**src/rtl/cordic_pkg.sv**
```systemverilog
// Shared CORDIC constants: angle scale (131 LSB/deg), gain, atan table, states.
// Imported by the rotation and vectoring CORDIC blocks.
package cordic_pkg;

    localparam int ANG_45  = 5895;
    localparam int ANG_90  = 11790;
    localparam int ANG_180 = 23580;
    localparam int K_Q14   = 9949;
    localparam int K_SHIFT = 14;

    localparam logic signed [23:0] ATAN_TBL [0:15] = '{
        24'sd5895, 24'sd3480, 24'sd1839, 24'sd933,
        24'sd468,  24'sd234,  24'sd117,  24'sd59,
        24'sd29,   24'sd15,   24'sd7,    24'sd4,
        24'sd2,    24'sd1,    24'sd0,    24'sd0
    };

    typedef enum logic [1:0] {
        ST_IDLE   = 2'd0,
        ST_SCALE  = 2'd1,
        ST_ROTATE = 2'd2,
        ST_FINISH = 2'd3
    } state_t;

endpackage

```
**src/rtl/cordic_atan_lut.sv**
```systemverilog
// atan(2^-idx) in 131 LSB/deg units.
// Ports: idx (4-bit table index) -> atan (24-bit signed angle).
module cordic_atan_lut
    import cordic_pkg::*;
(
    input  logic [3:0]  idx,
    output logic [23:0] atan
);

    assign atan = ATAN_TBL[idx];

endmodule

```
**src/rtl/cordic_rotate.sv**
```systemverilog
// Iterative rotation-mode CORDIC: (angle, magnitude) -> (x, y).
// Ports: clk, rst_n, crd_start/angle/magnitude in; crd_busy/done/x/y out.
module cordic_rotate
    import cordic_pkg::*;
#(
    parameter int ITERATIONS = 12
) (
    input  logic        clk,
    input  logic        rst_n,
    input  logic        crd_start,
    input  logic [23:0] crd_angle,
    input  logic [23:0] crd_magnitude,
    output logic        crd_busy,
    output logic        crd_done,
    output logic [23:0] crd_x,
    output logic [23:0] crd_y
);

    localparam logic signed [23:0] A90  = 24'(ANG_90);
    localparam logic signed [23:0] A180 = 24'(ANG_180);
    localparam logic signed [37:0] KG   = 38'(K_Q14);
    localparam logic [4:0]         ILAST = 5'(ITERATIONS - 1);

    state_t state, state_nx;

    logic signed [23:0] ang_r, mag_r;
    logic signed [23:0] x_r, y_r, z_r;
    logic [4:0]         i_r;

    logic signed [37:0] prod;
    logic signed [23:0] p, ang_c, x0, z0;
    logic signed [23:0] xs, ys, atan_i;
    logic [23:0]        atan_raw;
    logic               unused_ok;

    cordic_atan_lut u_lut (
        .idx  (i_r[3:0]),
        .atan (atan_raw)
    );

    assign atan_i = atan_raw;

    // Pre-divide by the CORDIC gain; the >>>14 is the top 24 product bits.
    assign prod      = 38'(mag_r) * KG;
    assign p         = prod[37:K_SHIFT];
    assign unused_ok = ^prod[K_SHIFT-1:0];

    assign xs = x_r >>> i_r;
    assign ys = y_r >>> i_r;

    // Fold angles beyond +/-90 deg into range by starting from -p.
    always_comb begin
        ang_c = ang_r;
        if (ang_r > A180)
            ang_c = A180;
        else if (ang_r < -A180)
            ang_c = -A180;
        x0 = p;
        z0 = ang_c;
        unique case (1'b1)
            (ang_c > A90): begin
                z0 = ang_c - A180;
                x0 = -p;
            end
            (ang_c < -A90): begin
                z0 = ang_c + A180;
                x0 = -p;
            end
            default: ;
        endcase
    end

    always_ff @(posedge clk or negedge rst_n) begin
        if (!rst_n)
            state <= ST_IDLE;
        else
            state <= state_nx;
    end

    always_comb begin
        state_nx = state;
        unique case (state)
            ST_IDLE: begin
                if (crd_start && crd_magnitude != 24'd0)
                    state_nx = ST_SCALE;
            end
            ST_SCALE:  state_nx = ST_ROTATE;
            ST_ROTATE: begin
                if (i_r == ILAST)
                    state_nx = ST_FINISH;
            end
            ST_FINISH: state_nx = ST_IDLE;
        endcase
    end

    always_ff @(posedge clk or negedge rst_n) begin
        if (!rst_n) begin
            ang_r    <= '0;
            mag_r    <= '0;
            x_r      <= '0;
            y_r      <= '0;
            z_r      <= '0;
            i_r      <= '0;
            crd_busy <= 1'b0;
            crd_done <= 1'b0;
            crd_x    <= '0;
            crd_y    <= '0;
        end else begin
            crd_done <= 1'b0;
            unique case (state)
                ST_IDLE: begin
                    if (crd_start) begin
                        if (crd_magnitude == 24'd0) begin
                            crd_x    <= '0;
                            crd_y    <= '0;
                            crd_done <= 1'b1;
                        end else begin
                            ang_r    <= crd_angle;
                            mag_r    <= crd_magnitude;
                            crd_busy <= 1'b1;
                        end
                    end
                end
                ST_SCALE: begin
                    x_r <= x0;
                    y_r <= '0;
                    z_r <= z0;
                    i_r <= '0;
                end
                ST_ROTATE: begin
                    if (!z_r[23]) begin
                        x_r <= x_r - ys;
                        y_r <= y_r + xs;
                        z_r <= z_r - atan_i;
                    end else begin
                        x_r <= x_r + ys;
                        y_r <= y_r - xs;
                        z_r <= z_r + atan_i;
                    end
                    i_r <= i_r + 5'd1;
                end
                ST_FINISH: begin
                    crd_x    <= x_r;
                    crd_y    <= y_r;
                    crd_done <= 1'b1;
                    crd_busy <= 1'b0;
                end
            endcase
        end
    end

endmodule

```
**config.mk**
```make
export PLATFORM = sky130hd
export DESIGN_NAME = cordic_rotate
export DESIGN_NICKNAME = d
export VERILOG_FILES = /design/src/rtl/cordic_pkg.sv /design/src/rtl/cordic_atan_lut.sv /design/src/rtl/cordic_rotate.sv
export SDC_FILE = /design/constraint.sdc
export NUM_CORES = 1
export LEC_CHECK = 0
export ABC_AREA = 1
export ABC_CLOCK_PERIOD_IN_PS = 12330
export CAP_MARGIN = 20
export CORE_AREA = 2 2 222 333
export DETAILED_ROUTE_END_ITERATION = 8
export DIE_AREA = 0 0 224 335
export PLACE_DENSITY = 0.47
export SKIP_CTS_REPAIR_TIMING = 1
export SLEW_MARGIN = 20
export SYNTH_ARGS = -nofsm -noshare
export SYNTH_HDL_FRONTEND = slang
export SYNTH_SLANG_ARGS = --single-unit
```
**constraint.sdc**
```tcl
create_clock -name clk -period 12.33 [get_ports clk]
set_clock_uncertainty 0.1 [all_clocks]
set_input_delay 2.466 -clock clk [delete_from_list [all_inputs] [get_ports clk]]
set_output_delay 2.466 -clock clk [all_outputs]
set_load 0.02 [all_outputs]
```
==> impl_metrics.json, run 1 <==
{
  "status": "finished, final reports clean",
  "period_minus_slack_ps": 6660,
  "critPathSlowestCell": "fa_1",
  "rrSetupSlack_ps": 5670,
  "htreeDepth": 4,
  "finalMaxSlewViolations": 0,
  "hpwl_um": 72200,
  "die_h_um": 335,
  "first_pass_iters": 5,
  "setup_viol": 0,
  "start_util": 0.346,
  "synth.distinct_cells": 53,
  "required_ps": 12660,
  "hold_viol_final": 0,
  "routed-wl-met2_um": 47300,
  "drt_iter0_markers": 1066,
  "grt_use_total": 0.233,
  "clock-sinks": 177,
  "coreArea_um2": 72200,
  "grt_max_degree": 78,
  "clk_pin_slew_ps": 80,
  "syn-mean-instance-area_um2": 6.70,
  "io_buffer_count": 100,
  "netlist_area_um2": 25000,
  "via_per_inst": 4.96,
  "async_flop_share": 1.00,
  "max_freq_ghz": 0.150,
  "boundaryPins": 101,
  "wl_per_cell_um": 18.3,
  "synthCells": 3735,
  "grt_pass1_wl_um": 135000,
  "worstMarginPinSlew_ps": 995,
  "root_buffer": "clkbuf_16",
  "place_congestion": 0.953,
  "drive_above_1_share": 0.0312,
  "rows": 121,
  "die-area_um2": 75000,
  "end_kind": "flip-flop",
  "diodes": 0,
  "dieWidth_um": 224,
  "grt_pass1_vias": 24183,
  "max_cap_viol_count": 0,
  "synth-edff-count": 0,
  "clk_latency_ps": 510,
  "cp_data_arrival_time_ps": 6990,
  "layout.nets": 4226,
  "ys_ff_latch": 177,
  "cts_buffers": 17,
  "remaining_drc_errors": 0,
  "fin_crit_sh": 0.540,
  "cts_tree": "yes",
  "ys.flop_type": "dfrtp_1",
  "top_layer": "met4",
  "grt.overflow.total": 0,
  "ant_nets": 0,
  "syn_to_final_growth_pct": 9.88,
  "cpPeakStageDelay_ps": 540,
  "wl_um": 85900,
  "wl_met1_um": 32800,
  "worst-setup-path-type": "flip-flop to flip-flop",
  "cp-start-kind": "flip-flop",
  "rsz0062_at_grt": "no",
  "nFillCells": 7935,
  "yosysWarnings": 0,
  "seq_area_frac_synth": 0.177,
  "hold_class": "flip-flop to flip-flop",
  "dr_total_vias": 23362,
  "wl_met3_um": 1600,
  "cts_max_path_buffers": 2,
  "antenna_found_initial": 0,
  "crit_path_max_fanout": 6,
  "fin_tns_setup_ps": 0,
  "syn-num-nets": 4188,
  "slew_headroom": 0.335
}
==> cells in the mapped netlist (all sizes together) (3+ instances only) <==
cell    instances  area share
a21boi          4      0.0012
a21o           13      0.0039
a21oi         251       0.050
a31oi          16      0.0040
buf            52       0.013
clkbuf         51      0.0077
clkinv          3     0.00045
dfrtp         177        0.18
fa            148        0.12
ha            254        0.13
inv           701        0.11
mux2           19      0.0086
mux2i          10      0.0040
nand2         923        0.14
nand3         304       0.061
nand3b          6      0.0018
nand4          36      0.0090
nor2          274       0.042
nor3           28      0.0058
nor4           12      0.0030
o211ai         20      0.0064
o21a            4      0.0012
o21ai         219       0.044
o21bai         18      0.0056
o22ai          54       0.014
o31ai           7      0.0021
or2             6      0.0015
xnor2          29       0.010
xor2           82       0.029
==> state kept, by name, indices dropped and copies added, names as in the netlist, 2 cells and up <==
| register | cells |
|---|---|
| state | 2 |
| ang_r | 24 |
| crd_y | 24 |
| z_r | 24 |
| i_r | 5 |
| y_r | 24 |
| x_r | 24 |
| mag_r | 24 |
| crd_x | 24 |
==> area by class of cell <==
type                    count  area (um2)  area share
clock inverters            13         199     0.00724
clock buffers              18         429      0.0156
multi-input cells        2751       17500       0.635
well taps                 922        1150      0.0420
inverters                 704        2640      0.0961
repair buffers            122        1170      0.0426
flip-flops and latches    177        4430       0.161
==> final timing paths <==
| check | startpoint | endpoint | cells past startpoint |
|---|---|---|---|
| setup / recovery | mag_r[16]$_DFFE_PN0P_ | x_r[23]$_DFFE_PN0P_ | 27 |
| setup reg to reg | mag_r[16]$_DFFE_PN0P_ | x_r[23]$_DFFE_PN0P_ | 27 |
| hold / removal | z_r[20]$_DFFE_PN0P_ | z_r[20]$_DFFE_PN0P_ | 2 |
| max in group asynchronous | rst_n | ang_r[13]$_DFFE_PN0P_ | 3 |
| min in group asynchronous | rst_n | crd_y[15]$_DFFE_PN0P_ | 1 |
| hold reg to reg | z_r[20]$_DFFE_PN0P_ | z_r[20]$_DFFE_PN0P_ | 2 |
==> kinds of logic (layout without fill, tap and decap cells) <==
logic type	after synthesis	count (layout)	synth area share
flops	177	177	0.177
fa+ha+maj	402	402	0.245
xor+xnor	111	111	0.0389
simple gates	1592	1592	0.264
compound gates	617	617	0.136
mux	29	29	0.0126
buf+inv	807	857	0.126
==> per-stage QoR <==
| step | util | setup WS [ps] | hold slack (ps) | instance area, um2 | instances |
|---|---|---|---|---|---|
| final | 0.381 | 5670 | 398 | 27500 | 4707 |
| after global routing | 0.381 | 5300 | 414 | 27500 | 4707 |
| after CTS | 0.381 | 5670 | 402 | 27500 | 4707 |
| after detailed placement | 0.372 | 5700 | 381 | 26900 | 4676 |
| after global placement | 0.372 | 5720 | 374 | 26900 | 4676 |
| after floorplan | - | 6630 | 355 | 25000 | 3735 |
==> routing by layer <==
metal / vias to the layer above / track usage
li1: 12024 / -
met1: 10829 / 0.241
met5: - / 0
met4: 0 / 0.114
met3: 156 / 0.0229
met2: 353 / 0.462
==> placed cells by master, fill, tap and decap left out, types with 82 or more instances in the layout <==
| master | synthesis | final |
|---|---|---|
| nand3_1 | 303 | 303 |
| dfrtp_1 | 177 | 176 |
| nor2_1 | 265 | 265 |
| fa_1 | 148 | 148 |
| ha_1 | 254 | 253 |
| a21oi_1 | 251 | 251 |
| xor2_1 | 82 | 82 |
| nand2_1 | 919 | 918 |
| o21ai_0 | 178 | 177 |
| inv_1 | 685 | 685 |
| clkdlybuf4s50_1 | 0 | 99 |
==> critical path, delay by kind of cell, from the launching register on <==
family          cells  cell delay, ps
fa+ha+maj           7            3400
simple gates       14            2080
flops               1             510
buf+inv             5             350
compound gates      1             150
Power of run 1 is not shown: default switching activity piles up to over one toggle a cycle in this logic, so the estimate is an artifact.
==> run 2, diff against run 1 <==
--- a/config.mk
+++ b/config.mk
@@ -6,7 +6,7 @@
 export NUM_CORES = 1
 export LEC_CHECK = 0
 export ABC_AREA = 1
-export ABC_CLOCK_PERIOD_IN_PS = 12330
+export ABC_CLOCK_PERIOD_IN_PS = 6870
 export CAP_MARGIN = 20
 export CORE_AREA = 2 2 222 333
 export DETAILED_ROUTE_END_ITERATION = 8
==> constraint.sdc (replaced) <==
create_clock -name clk -period 6.87 [get_ports clk]
set_clock_uncertainty 0.1 [all_clocks]
set_input_delay 1.374 -clock clk [delete_from_list [all_inputs] [get_ports clk]]
set_output_delay 1.374 -clock clk [all_outputs]
set_load 0.02 [all_outputs]
==> run 2 against run 1 <==
Net effect: via count up 1.4%; setup slack worse by 5300 ps; flip-flop and latch count is the same; final cell count increased by 0.34%; critical path depth unchanged; count of clock-buffer cells in the layout is 1 higher; worst hold slack got worse by 7.6 ps; cell area is 0.44% higher.
==> impl_metrics.json, run 2 (synthesis results as in run 1) <==
{
  "clock-sinks": 177,
  "regArea_um2": 4440,
  "io_buffer_count": 100,
  "root_buffer": "clkbuf_16",
  "setup_ws_ps": 380,
  "crit_path_max_fanout": 6,
  "ant_nets": 0,
  "cts_max_path_buffers": 2,
  "grt.overflow.total": 0,
  "place_area_um2": 27000,
  "grt_pass1_vias": 24034,
  "dieWidth_um": 224,
  "worst-setup-path-type": "flip-flop to flip-flop",
  "layout_commonest_cell": "nand2_1",
  "max_freq_ghz": 0.154,
  "nFillCells": 7852,
  "htreeDepth": 4,
  "max_cap_viol_count": 0,
  "design_area_um2": 27600,
  "clk_pin_slew_ps": 90,
  "pre_cts_ws_ps": 117,
  "antenna_found_initial": 0,
  "first_pass_iters": 5,
  "die_h_um": 335,
  "rows": 121,
  "cts_tree": "yes",
  "start_util": 0.346,
  "die-area_um2": 75000,
  "setup_viol": 0,
  "final_cell_mix": "917 x nand2_1, 685 x inv_1, 303 x nand3_1, 264 x nor2_1",
  "slew_headroom": 0.300,
  "fin_tns_setup_ps": 0,
  "layout.nets": 4241,
  "fin_crit_sh": 0.945,
  "clk_latency_ps": 520,
  "finalMaxSlewViolations": 0,
  "drive_above_1_share": 0.0387,
  "cp-start-kind": "flip-flop",
  "worstMarginPinSlew_ps": 1050,
  "cts_buffers": 17,
  "syn_to_final_growth_pct": 10.4,
  "dr_total_vias": 23691,
  "boundaryPins": 101,
  "via_per_inst": 5.02,
  "rsz0062_at_grt": "no",
  "period_minus_slack_ps": 6490,
  "wl_um": 86100,
  "grt_use_total": 0.233,
  "whs_ps": 390,
  "required_ps": 7200,
  "diodes": 0,
  "hpwl_um": 72300,
  "drt_iter0_markers": 952,
  "cp_data_arrival_time_ps": 6820,
  "grt_max_degree": 73,
  "multiInputGateArea_um2": 17500,
  "hold_viol_final": 0,
  "grt_pass1_wl_um": 134000,
  "coreArea_um2": 72200,
  "end_kind": "flip-flop",
  "remaining_drc_errors": 0,
  "status": "finished, final reports clean",
  "hold_class": "flip-flop to flip-flop",
  "place_congestion": 0.969,
  "wl_per_cell_um": 18.2
}
[run 2: cell types whose count changed in the layout (fill, tap and decap cells not counted), sizes merged]
cell,previous run,this run
clkbuf,19,20
inv,707,706
bufinv,4,1
buf,22,37
clkinv,4,6
clkinvlp,2,4
[run 2: cell type report]
class / count / share of cell area
flip-flops and latches: 177 / 0.161
clock buffers: 19 / 0.0157
repair buffers: 137 / 0.0478
well taps: 922 / 0.0418
multi-input cells: 2751 / 0.634
inverters: 704 / 0.0957
clock inverters: 13 / 0.00467
[run 2: path summary, 6_finish.rpt]
| check | startpoint | to | slack, ps | cells after the start |
|---|---|---|---|---|
| max in group asynchronous | rst_n | mag_r[10]$_DFFE_PN0P_ | 4680 | 2 |
| max reg2reg | mag_r[14]$_DFFE_PN0P_ | x_r[19]$_DFFE_PN0P_ | 380 | 27 |
| min | z_r[20]$_DFFE_PN0P_ | z_r[20]$_DFFE_PN0P_ | 390 | 2 |
| min in group asynchronous | rst_n | crd_y[2]$_DFFE_PN0P_ | 760 | 1 |
| min reg2reg | z_r[20]$_DFFE_PN0P_ | z_r[20]$_DFFE_PN0P_ | 390 | 2 |
| max | mag_r[14]$_DFFE_PN0P_ | x_r[19]$_DFFE_PN0P_ | 380 | 27 |
[run 2: critical path, cell delays in order (launching register included)]
cell and delay [ps]:
dfrtp_1 490, ha_1 400, inv_1 100, fa_1 530, inv_1 50, fa_1 510
fa_1 440, fa_1 540, inv_1 50, fa_1 520, inv_1 40, ha_1 360
nand2_1 100, nand2_1 110, a21oi_1 270, o21bai_1 190, a21oi_1 280, nand2_1 110
nand2_1 70, nand2_1 110, nor2_1 190, nand3_1 180, nor2_1 120, nand3_1 130
nand3_1 120, nand3_1 140, nand3_1 100, inv_1 40
[run 2: stage by stage]
step / cells / util
5_1_grt: 4723 / 0.382
3_5_place_dp: 4691 / 0.374
2_1_floorplan: 3735 / -
4_1_cts: 4723 / 0.382
6_report: 4723 / 0.382
3_3_place_gp: 4691 / 0.374
[run 2: metal layers]
layer / up-vias / share of wire / track usage
met3: 148 / 0.023 / 0.0252
met2: 415 / 0.55 / 0.461
met4: 0 / 0.049 / 0.115
li1: 12073 / - / -
met1: 11055 / 0.38 / 0.237
met5: - / 0 / 0
Power of run 2 is left out for the same reason.
==> run 3, diff against run 2 <==
--- a/config.mk
+++ b/config.mk
@@ -17,3 +17,4 @@
 export SYNTH_ARGS = -nofsm -noshare
 export SYNTH_HDL_FRONTEND = slang
 export SYNTH_SLANG_ARGS = --single-unit
+export TNS_END_PERCENT = 10
==> results of run 3 <==
Same layout as run 2: the final DEF is identical, and so are final timing and power.
Power of run 3 is left out for the same reason.
